==> src/rtl/stream_muxn_if.sv <==
// Handshake bundle for stream_muxn: N valid/ready input channels merged onto one output stream.
// The slave modport is the mux's view; master is the producer/consumer side.
interface stream_muxn_if #(
  parameter int unsigned WIDTH = 32,
  parameter int unsigned N     = 4
);
  localparam int unsigned SELW = $clog2(N);

  logic [SELW-1:0]    sel;
  logic [N-1:0]       in_valid;
  logic [N*WIDTH-1:0] in_data;
  logic [N-1:0]       in_ready;
  logic               out_valid;
  logic [WIDTH-1:0]   out_data;
  logic [SELW-1:0]    out_src;
  logic               out_ready;

  modport master (
    output sel, in_valid, in_data, out_ready,
    input  in_ready, out_valid, out_data, out_src
  );

  modport slave (
    input  sel, in_valid, in_data, out_ready,
    output in_ready, out_valid, out_data, out_src
  );
endinterface

==> src/rtl/stream_muxn.sv <==
// N-to-1 stream mux with registered output and a one-entry skid buffer.
// Channel choice comes from sel (MODE 0) or a round-robin pointer over valid inputs (MODE 1).
module stream_muxn #(
  parameter int unsigned WIDTH = 32,
  parameter int unsigned N     = 4,
  parameter int unsigned MODE  = 0
) (
  input logic          clk,
  input logic          reset,
  stream_muxn_if.slave bus
);
  localparam int unsigned SELW = $clog2(N);

  typedef enum logic [1:0] {StEmpty, StOne, StFull} state_e;

  state_e           state_q, state_d;
  logic [WIDTH-1:0] m_data_q, m_data_d, s_data_q, s_data_d;
  logic [SELW-1:0]  m_src_q, m_src_d, s_src_q, s_src_d;
  logic [SELW-1:0]  rr_ptr_q, rr_ptr_d;

  logic             grant_valid;
  logic [SELW-1:0]  grant_idx;
  logic [SELW:0]    cand;
  logic [N-1:0]     in_ready;
  logic             in_xfer, out_xfer;
  logic [WIDTH-1:0] in_word;

  always_comb begin
    grant_valid = 1'b0;
    grant_idx   = '0;
    cand        = '0;
    if (MODE == 0) begin
      // Extra MSB keeps the compare meaningful when N is a power of two.
      if ({1'b0, bus.sel} < (SELW+1)'(N)) begin
        grant_valid = 1'b1;
        grant_idx   = bus.sel;
      end
    end else begin
      for (int unsigned k = 0; k < N; k++) begin
        cand = {1'b0, rr_ptr_q} + (SELW+1)'(k);
        if (cand >= (SELW+1)'(N)) cand = cand - (SELW+1)'(N);
        if (!grant_valid && bus.in_valid[cand[SELW-1:0]]) begin
          grant_valid = 1'b1;
          grant_idx   = cand[SELW-1:0];
        end
      end
    end
  end

  // Ready never looks at out_ready: only skid occupancy and the grant matter.
  always_comb begin
    in_ready = '0;
    if (!reset && grant_valid && (state_q != StFull)) in_ready[grant_idx] = 1'b1;
  end

  assign in_xfer  = |(bus.in_valid & in_ready);
  assign out_xfer = (state_q != StEmpty) && bus.out_ready;
  assign in_word  = bus.in_data[32'(grant_idx) * WIDTH +: WIDTH];

  always_comb begin
    state_d  = state_q;
    m_data_d = m_data_q;
    m_src_d  = m_src_q;
    s_data_d = s_data_q;
    s_src_d  = s_src_q;
    rr_ptr_d = rr_ptr_q;
    unique case (state_q)
      StEmpty: begin
        if (in_xfer) begin
          m_data_d = in_word;
          m_src_d  = grant_idx;
          state_d  = StOne;
        end
      end
      StOne: begin
        if (in_xfer && out_xfer) begin
          m_data_d = in_word;
          m_src_d  = grant_idx;
        end else if (in_xfer) begin
          s_data_d = in_word;
          s_src_d  = grant_idx;
          state_d  = StFull;
        end else if (out_xfer) begin
          state_d  = StEmpty;
        end
      end
      StFull: begin
        if (out_xfer) begin
          m_data_d = s_data_q;
          m_src_d  = s_src_q;
          state_d  = StOne;
        end
      end
      default: state_d = StEmpty;
    endcase
    if ((MODE != 0) && in_xfer) begin
      rr_ptr_d = (grant_idx == SELW'(N - 1)) ? '0 : grant_idx + 1'b1;
    end
  end

  always_ff @(posedge clk) begin
    if (reset) begin
      state_q  <= StEmpty;
      m_data_q <= '0;
      m_src_q  <= '0;
      s_data_q <= '0;
      s_src_q  <= '0;
      rr_ptr_q <= '0;
    end else begin
      state_q  <= state_d;
      m_data_q <= m_data_d;
      m_src_q  <= m_src_d;
      s_data_q <= s_data_d;
      s_src_q  <= s_src_d;
      rr_ptr_q <= rr_ptr_d;
    end
  end

  assign bus.in_ready  = in_ready;
  assign bus.out_valid = (state_q != StEmpty);
  assign bus.out_data  = m_data_q;
  assign bus.out_src   = m_src_q;
endmodule

==> src/flat_wrapper.sv <==
// flat-port wrapper written by rule: the top's interface ports become plain ports
module stream_muxn_flat 
#(
  parameter int unsigned WIDTH = 32,
  parameter int unsigned N     = 4,
  parameter int unsigned MODE  = 0
)
  (clk, reset, bus_sel, bus_in_valid, bus_in_data, bus_out_ready, bus_in_ready, bus_out_valid, bus_out_data, bus_out_src);
  stream_muxn_if #(.WIDTH(WIDTH), .N(N)) bus_i ();
  input logic clk;
  input logic reset;
  input wire logic [$bits(bus_i.sel)-1:0] bus_sel;
  input wire logic [$bits(bus_i.in_valid)-1:0] bus_in_valid;
  input wire logic [$bits(bus_i.in_data)-1:0] bus_in_data;
  input wire logic [$bits(bus_i.out_ready)-1:0] bus_out_ready;
  output wire logic [$bits(bus_i.in_ready)-1:0] bus_in_ready;
  output wire logic [$bits(bus_i.out_valid)-1:0] bus_out_valid;
  output wire logic [$bits(bus_i.out_data)-1:0] bus_out_data;
  output wire logic [$bits(bus_i.out_src)-1:0] bus_out_src;
  assign bus_i.sel = bus_sel;
  assign bus_i.in_valid = bus_in_valid;
  assign bus_i.in_data = bus_in_data;
  assign bus_i.out_ready = bus_out_ready;
  assign bus_in_ready = bus_i.in_ready;
  assign bus_out_valid = bus_i.out_valid;
  assign bus_out_data = bus_i.out_data;
  assign bus_out_src = bus_i.out_src;
  stream_muxn #(.WIDTH(WIDTH), .N(N), .MODE(MODE)) u_core (.clk(clk), .reset(reset), .bus(bus_i));
endmodule
==> config.mk <==
export PLATFORM = sky130hd
export DESIGN_NAME = stream_muxn_flat
export DESIGN_NICKNAME = d
export VERILOG_FILES = /design/src/rtl/stream_muxn_if.sv /design/src/rtl/stream_muxn.sv /design/src/flat_wrapper.sv
export SDC_FILE = /design/constraint.sdc
export NUM_CORES = 1
export LEC_CHECK = 0
export CORE_MARGIN = 2
export CORE_UTILIZATION = 30
export DETAILED_ROUTE_END_ITERATION = 7
export SYNTH_ARGS = -nofsm -noshare
export SYNTH_HDL_FRONTEND = slang
export SYNTH_SLANG_ARGS = --single-unit
export TNS_END_PERCENT = 10
==> constraint.sdc <==
create_clock -name clk -period 1.9 [get_ports clk]
set_input_delay 0.285 -clock clk [delete_from_list [all_inputs] [get_ports clk]]
set_output_delay 0.285 -clock clk [all_outputs]
set_load 0.02 [all_outputs]
==> results_tabular.tex, run 1 <==
\begin{tabular}{lr}
\hline
Metric & Value \\
\hline
\multicolumn{2}{l}{\textbf{Outcome}} \\
Status & finished, final reports clean \\
\multicolumn{2}{l}{\textbf{Floorplanning}} \\
Initial core utilization & 30.73\% \\
Die outline height & 114.9 µm \\
Standard-cell row count & 40 \\
Area of the placeable core & 12010 µm² \\
Area of the die & 13210 µm² \\
Horiz. Die Dim & 114.9 µm \\
Top-level port count & 176 \\
\multicolumn{2}{l}{\textbf{Clock tree}} \\
Clock slew at reported path FFs & 60 ps \\
Number of buffers created by CTS & 9 \\
Clk root buf & clkbuf\_16 \\
Insertion delay to the later sink of the worst-skew pair & 320 ps \\
Clock sink count & 70 \\
Clock tree from TritonCTS & yes \\
Maximum clock insertion buffer count & 2 \\
Cts hold-fix bufs & 0 \\
Number of H-tree levels & 3 \\
\multicolumn{2}{l}{\textbf{Critical path}} \\
Kind of start point of the critical path & flip-flop \\
Number of buffer and inverter stages on the critical path & 3 \\
Data required, critical path & 1620 ps \\
Critical path origin & u\_core.state\_q[0] \\
Kind of cell adding the most delay to the critical path & buffers and inverters \\
Capturing element type of the critical path & output port \\
Largest stage delay on the critical path & 590 ps \\
Worst-path cell chain & buf\_4 -> nor2\_2 -> inv\_1 -> clkdlybuf4s50\_1 \\
Crit path max-delay cell type & clkdlybuf4s50\_1 \\
Highest fanout seen on the critical path & 7 \\
CP Class & flip-flop to output port \\
Arrival time at the worst endpoint & 1510 ps \\
Beginning of the worst register-to-register path & u\_core.state\_q[1] \\
\multicolumn{2}{l}{\textbf{STA}} \\
Final period util & between 90\% and 100\% \\
Fmax achieved & approximately 0.56 GHz \\
Hold WS & 235.9 ps \\
Tightest Pin Transition & 502.0 ps \\
RSZ-0062 raised after global routing & false \\
Number of pins exceeding their max-slew limit in the final report & 0 \\
Total count of hold-check failures in the final report & 0 \\
Rel. slew slack & 66.53\% \\
Finish-stage setup viols & 0 \\
Post-layout worst setup margin & 102.3 ps \\
Clk\_skew & $\sim$6.5 ps \\
Shortest period the worst path allows & 1798 ps \\
\multicolumn{2}{l}{\textbf{Detailed routing}} \\
DR vias & around 3500 \\
Residual antenna-violating net count after detailed routing & 0 \\
Routed wire length per instance & 17.52 µm \\
Number of violations reported at the end of detailed-routing iteration 0 & 148 \\
First-pass DRT Iterations & 4 \\
Detailed-route vias per instance & between 5 and 6 \\
Aggregate routed wire length & 11.76 mm \\
DRC & 0 \\
\multicolumn{2}{l}{\textbf{Global route}} \\
Remaining global-route overflow & 0 \\
GRT Util Overall & between 10\% and 20\% \\
Via count of the first global-routing pass & 3758 \\
Largest net degree at the start of global routing & 40 \\
Wire length of the first global-routing pass & roughly 19 mm \\
Number of antenna violations at the first check in global routing & 0 \\
\multicolumn{2}{l}{\textbf{Yosys}} \\
Netlist cell types & 31 \\
EDFF count, synth & 0 \\
Commonest cells in the synthesized netlist & dfxtp\_1 (70), a21oi\_1 (36), nand3\_1 (35), o21ai\_0 (35), mux2i\_1 (34) \\
Area fraction of the dominant cell type after synthesis & a little under two fifths \\
Cell type with the highest aggregate area in the netlist & dfxtp\_1 \\
Main synth FF type & dfxtp\_1 \\
Synthesis-stage register bit count & 70 \\
Cell with the most instances after synthesis & dfxtp\_1 \\
Mean instance size in the synthesized netlist & roughly 11 µm² \\
Net Count, Synth & 482 \\
Count of synthesis-stage warnings from yosys & 0 \\
Share of the yosys chip area belonging to registers & 37.97\% \\
Cell types occupying the most area after synthesis & dfxtp\_1 (38\%), mux4\_2 (20\%), mux2i\_1 (9.2\%) \\
Share of synthesized flip-flops with an asynchronous set or reset & 0\% \\
Area of the mapped netlist & 3691 µm² \\
Synthesized instance count & 345 \\
\multicolumn{2}{l}{\textbf{Power}} \\
Worst ir drop on vdd & 398.5 µV \\
Pleak & 2.298 nW \\
Total power of the final layout & 0.004627 W \\
Power per unit of standard cell area & 769.0 nW/µm² \\
\multicolumn{2}{l}{\textbf{Finish}} \\
Sequential cell area & 1401 µm² \\
Fraction of layout instances using a drive strength above 1 & 16.22\% \\
Multi-input combinational cell area & 2120 µm² \\
Area delta synth->final & 63.02\% \\
Antenna cells & 0 \\
Nets@finish & 656 \\
\# fillers & 1146 \\
\multicolumn{2}{l}{\textbf{Placed design}} \\
Detailed placer's ending HPWL & 8.552 mm \\
Number of buffers inserted by port buffering & 175 \\
Placement Setup Slack & -197.0 ps \\
Placer Congestion & 0.8259 \\
\multicolumn{2}{l}{\textbf{Run}} \\
Max-cap check violation count & 0 \\
\multicolumn{2}{l}{\textbf{Worst hold path}} \\
Origin of the worst min-delay path & reset \\
Hold Path Class & input pin to flip-flop \\
\hline
\end{tabular}
[cells in the final DEF (no fill, tap or decap), types with 2 or more instances in the layout]
cell type        synthesis  layout
o21ai_0                 35      35
mux4_2                  33      33
inv_1                    4       4
clkinv_4                 0       2
nand2_1                  4       4
a2111oi_0                2       2
clkbuf_16                0       9
clkdlybuf4s50_1          0     168
nand2b_1                 4       3
o2bb2ai_1               31      31
nand3_1                 35      34
mux2i_1                 34      34
bufinv_16                0       2
buf_12                   0       5
buf_2                    5       3
dlygate4sd2_1            0       4
buf_4                    3      19
a21oi_1                 36      36
dfxtp_1                 70      70
nor2_1                   6       4
[metal layers]
metal / global-route usage (%) / part of all wire [%]
met5: 0 / 0
met4: 4.257 / 1.2
met3: 5.430 / 8.9
met2: 31.53 / 49
met1: 21.08 / 41
[state kept, by name, indices dropped and copies added (netlist names)]
register             count
u_core.bus.out_data     32
u_core.bus.out_src       2
u_core.s_data_q         32
u_core.s_src_q           2
u_core.state_q           2
[power breakdown]
group	switching [W]	internal, W	leakage (nW)	total, W
Sequential	0.0000560	0.00157	0.571	0.00162
Clock	0.000636	0.00116	0.153	0.00179
Combinational	0.000536	0.000673	1.57	0.00121
[path summary, 6_finish.rpt]
check | endpoint | slack (ps) | cells after the start
worst min-delay path | u_core.bus.out_src[1] | 240 | 2
worst max register to register | u_core.s_data_q[20] | 190 | 6
worst max-delay path | bus_out_valid | 100 | 4
worst min register to register | u_core.bus.out_data[18] | 460 | 1
[final cells by class]
type | count | share of cell area [%]
multi-input combinational | 235 | 35.23
timing repair buffer | 199 | 32.81
sequential | 70 | 23.29
clock buffer | 10 | 3.805
tap | 147 | 3.057
clock inverter | 6 | 1.560
inverter | 4 | 0.2495
[per-stage QoR]
stage          TNS, ps  std cells  utilization [%]  instance area (µm²)
6_report             0        671            50.09                 6017
3_5_place_dp     -5667        655            47.41                 5694
2_1_floorplan        0        345                -                 3691
3_3_place_gp     -4434        655            47.41                 5694
5_1_grt              0        671            50.09                 6017
4_1_cts              0        671            50.07                 6015
[logic make-up after synthesis]
logic type,count (synthesis),synth area share [%]
mux,67,29.36
compound gates,110,19.25
simple gates,58,8.068
flops,70,37.97
buf+inv,40,5.355
[what timing repair did]
item / CTS / global route
buffers inserted: 0 / 0
endpoints found under the setup margin: 4 / 1
resized for setup: 5 / 1
Power figures use the tool's default switching activity.
==> run 2: changes to the inputs <==
Clock period 1.9 ns to 2 ns, I/O delays scaled along.
==> results_tabular.tex, run 2 (same netlist as run 1, synthesis figures left out) <==
\begin{tabular}{lr}
\hline
Metric & Value \\
\hline
\multicolumn{2}{l}{\textbf{Global route}} \\
Via count of the first global-routing pass & 3779 (+0.56\%) \\
Remaining global-route overflow & 0 (unchanged) \\
Met3 Use GR & 5.113\% (-0.32 points) \\
Met1 capacity usage during global routing & 20.66\% (-0.42 points) \\
Global route hottest layer & met2 \\
Met2 Use GR & 30.90\% (-0.63 points) \\
Number of antenna violations at the first check in global routing & 0 (unchanged) \\
Wire length of the first global-routing pass & 18.38 mm (-1.2\%) \\
Largest net degree at the start of global routing & 36 (-10\%) \\
GRT Util Overall & 17.55\% (-0.23 points) \\
\multicolumn{2}{l}{\textbf{Detailed routing}} \\
Aggregate routed wire length & 11.44 mm (-2.7\%) \\
Detailed-route vias per instance & 5.195 (-1.6\%) \\
Residual antenna-violating net count after detailed routing & 0 (unchanged) \\
DR vias & 3486 (-1.6\%) \\
Number of violations reported at the end of detailed-routing iteration 0 & 95 (-36\%) \\
First-pass DRT Iterations & 4 (unchanged) \\
Routed wire length per instance & 17.05 µm (-2.7\%) \\
DRC & 0 (unchanged) \\
\multicolumn{2}{l}{\textbf{Critical path}} \\
Number of buffer and inverter stages on the critical path & 1 (-2) \\
Capturing element type of the critical path & output port \\
Largest stage delay on the critical path & 440 ps (-150 ps) \\
End of the worst register-to-register path & u\_core.s\_data\_q[4] \\
Worst reg2reg setup slack & 330 ps (+140 ps) \\
Highest fanout seen on the critical path & 8 (+1) \\
Beginning of the worst register-to-register path & u\_core.state\_q[1] \\
Arrival time at the worst endpoint & 1570 ps (+60 ps) \\
Data required, critical path & 1700 ps (+80 ps) \\
Kind of cell adding the most delay to the critical path & flip-flops \\
Kind of start point of the critical path & flip-flop \\
Crit path max-delay cell type & dfxtp\_1 \\
Worst-path cell chain & nor2b\_1 -> nor4b\_1 -> dlygate4sd2\_1 \\
CP Class & flip-flop to output port \\
Cells on worst reg2reg path & 6 (unchanged) \\
\multicolumn{2}{l}{\textbf{Placed design}} \\
Detailed placer's ending HPWL & 8.396 mm (-1.8\%) \\
Post-detailed-placement cell area & 5677 µm² (-0.31\%) \\
Number of buffers inserted by port buffering & 175 (unchanged) \\
Placement Setup Slack & -93.29 ps (+103.7 ps) \\
Placer Congestion & 0.8064 (-2.4\%) \\
\multicolumn{2}{l}{\textbf{Finish}} \\
Final Cell Area & 6008 µm² (-0.15\%) \\
Fraction of layout instances using a drive strength above 1 & 16.03\% (-0.19 points) \\
\# fillers & 1113 (-2.9\%) \\
Nets@finish & 657 (+0.15\%) \\
Multi-input combinational cell area & 2115 µm² (-0.24\%) \\
Most frequent cells in the layout & clkdlybuf4s50\_1 (168), dfxtp\_1 (70), a21oi\_1 (36), o21ai\_0 (35) \\
Leading cell type in the layout, fill and taps excluded & clkdlybuf4s50\_1 \\
Sequential cell area & 1401 µm² (unchanged) \\
Area delta synth->final & 62.78\% \\
Antenna cells & 0 (unchanged) \\
\multicolumn{2}{l}{\textbf{Clock tree}} \\
Maximum clock insertion buffer count & 2 (unchanged) \\
Clk root buf & clkbuf\_16 \\
Cts hold-fix bufs & 0 (unchanged) \\
Clock tree from TritonCTS & yes \\
Clock sink count & 70 (unchanged) \\
Insertion delay to the later sink of the worst-skew pair & 330 ps (about the same) \\
Clock slew at reported path FFs & 60 ps (about the same) \\
Number of H-tree levels & 3 (unchanged) \\
Number of buffers created by CTS & 9 (unchanged) \\
\multicolumn{2}{l}{\textbf{Floorplanning}} \\
Initial core utilization & 30.73\% (unchanged) \\
Standard-cell row count & 40 (unchanged) \\
Area of the placeable core & 12010 µm² (unchanged) \\
Area of the die & 13210 µm² (unchanged) \\
Top-level port count & 176 (unchanged) \\
Die outline height & 114.9 µm (unchanged) \\
Horiz. Die Dim & 114.9 µm (unchanged) \\
\multicolumn{2}{l}{\textbf{Worst hold path}} \\
Number of cells traversed by the worst hold path & 3 (+1) \\
Worst min-delay path endpoint & u\_core.s\_src\_q[1] \\
Origin of the worst min-delay path & bus\_sel[1] \\
Hold Path Class & input pin to flip-flop \\
\multicolumn{2}{l}{\textbf{Run}} \\
Max-cap check violation count & 0 (unchanged) \\
\multicolumn{2}{l}{\textbf{Power}} \\
Pleak & 2.300 nW (about the same) \\
Power per unit of standard cell area & 742.9 nW/µm² (-3.4\%) \\
Worst ir drop on vdd & 407.7 µV (+2.3\%) \\
\multicolumn{2}{l}{\textbf{STA}} \\
Post-layout worst setup margin & 126.2 ps (+23.84 ps) \\
Setup TNS & 0 ps (unchanged) \\
Tightest Pin Transition & 397.9 ps (-104.1 ps) \\
Finish-stage setup viols & 0 (unchanged) \\
Rel. slew slack & 73.47\% (+6.9 points) \\
Clk\_skew & 4.111 ps (-2.418 ps) \\
Fmax achieved & 0.5337 GHz \\
RSZ-0062 raised after global routing & false \\
Number of pins exceeding their max-slew limit in the final report & 0 (unchanged) \\
Final period util & 93.69\% \\
Total count of hold-check failures in the final report & 0 (unchanged) \\
Shortest period the worst path allows & approximately 1900 ps \\
\multicolumn{2}{l}{\textbf{Outcome}} \\
Status & finished, final reports clean \\
\hline
\end{tabular}
-- run 2: changes by cell type in the layout (fill, tap and decap cells not counted) --
cell	change
buf_4	+3
buf_12	-2
bufinv_16	+1
clkbuf_1	-1
clkinv_2	+1
clkinv_4	-1
inv_6	-1
nor2_1	+1
nor2_2	-1
nor2b_1	+1
nor2b_2	-1
-- run 2: how the worst max path moves through the flow --
stage	slack, ps	from	cells after the start	endpoint
finish	130	u_core.state_q[0]	3	bus_in_ready[2]
detailed placement	-90	bus_in_valid[3]	6	u_core.bus.out_data[3]
CTS	110	u_core.state_q[1]	4	bus_out_valid
global route	10	u_core.state_q[0]	5	bus_in_ready[1]
global placement	-60	bus_in_valid[3]	6	u_core.bus.out_data[26]
floorplan	160	bus_sel[1]	3	bus_in_ready[2]
-- run 2: area by class of cell --
cell class / count / area share, %
Timing Repair Buffer: 200 / 32.57
Clock buffer: 9 / 3.748
Sequential cell: 70 / 23.32
Inverter: 4 / 0.2499
Clock inverter: 6 / 1.853
Multi-Input combinational cell: 235 / 35.19
Tap cell: 147 / 3.061
-- run 2: metal layers --
layer | routed length [µm] | up-vias
met5 | 0 | -
met4 | 139 | 0
met3 | 937 | 13
met2 | 5494 | 132
met1 | 4867 | 1656
li1 | - | 1685
-- run 2: timing repair --
item,in CTS,in global routing
buffers inserted,0,0
endpoints found under the hold margin,0,0
endpoints found under the setup margin,4,0
resized for setup,4,0
-- run 2: where the power goes --
part	internal, W	switching [W]	total, W
logic	0.000633	0.000497	0.00113
clock network	0.00121	0.000581	0.00179
registers	0.00149	0.0000531	0.00154
-- run 2: worst register-to-register path, stage by stage (launching register included) --
cell and delay [ps]:
dfxtp_1 310, buf_4 150, or2_2 340, o22a_1 250, buf_4 210, o21ai_0 200, a21oi_1 80
-- run 2: per-stage QoR --
| step | hold slack (ps) | std cells | power, W | util (%) |
|---|---|---|---|---|
| after floorplan | 389.7 | 345 | 0.002110 | - |
| after global placement | 444.7 | 656 | 0.002702 | 47.26 |
| after detailed placement | 445.6 | 656 | 0.002713 | 47.26 |
| after CTS | 296.5 | 671 | 0.004506 | 50.02 |
| after global routing | 314.0 | 671 | 0.004658 | 50.02 |
| final | 302.1 | 671 | 0.004464 | 50.02 |
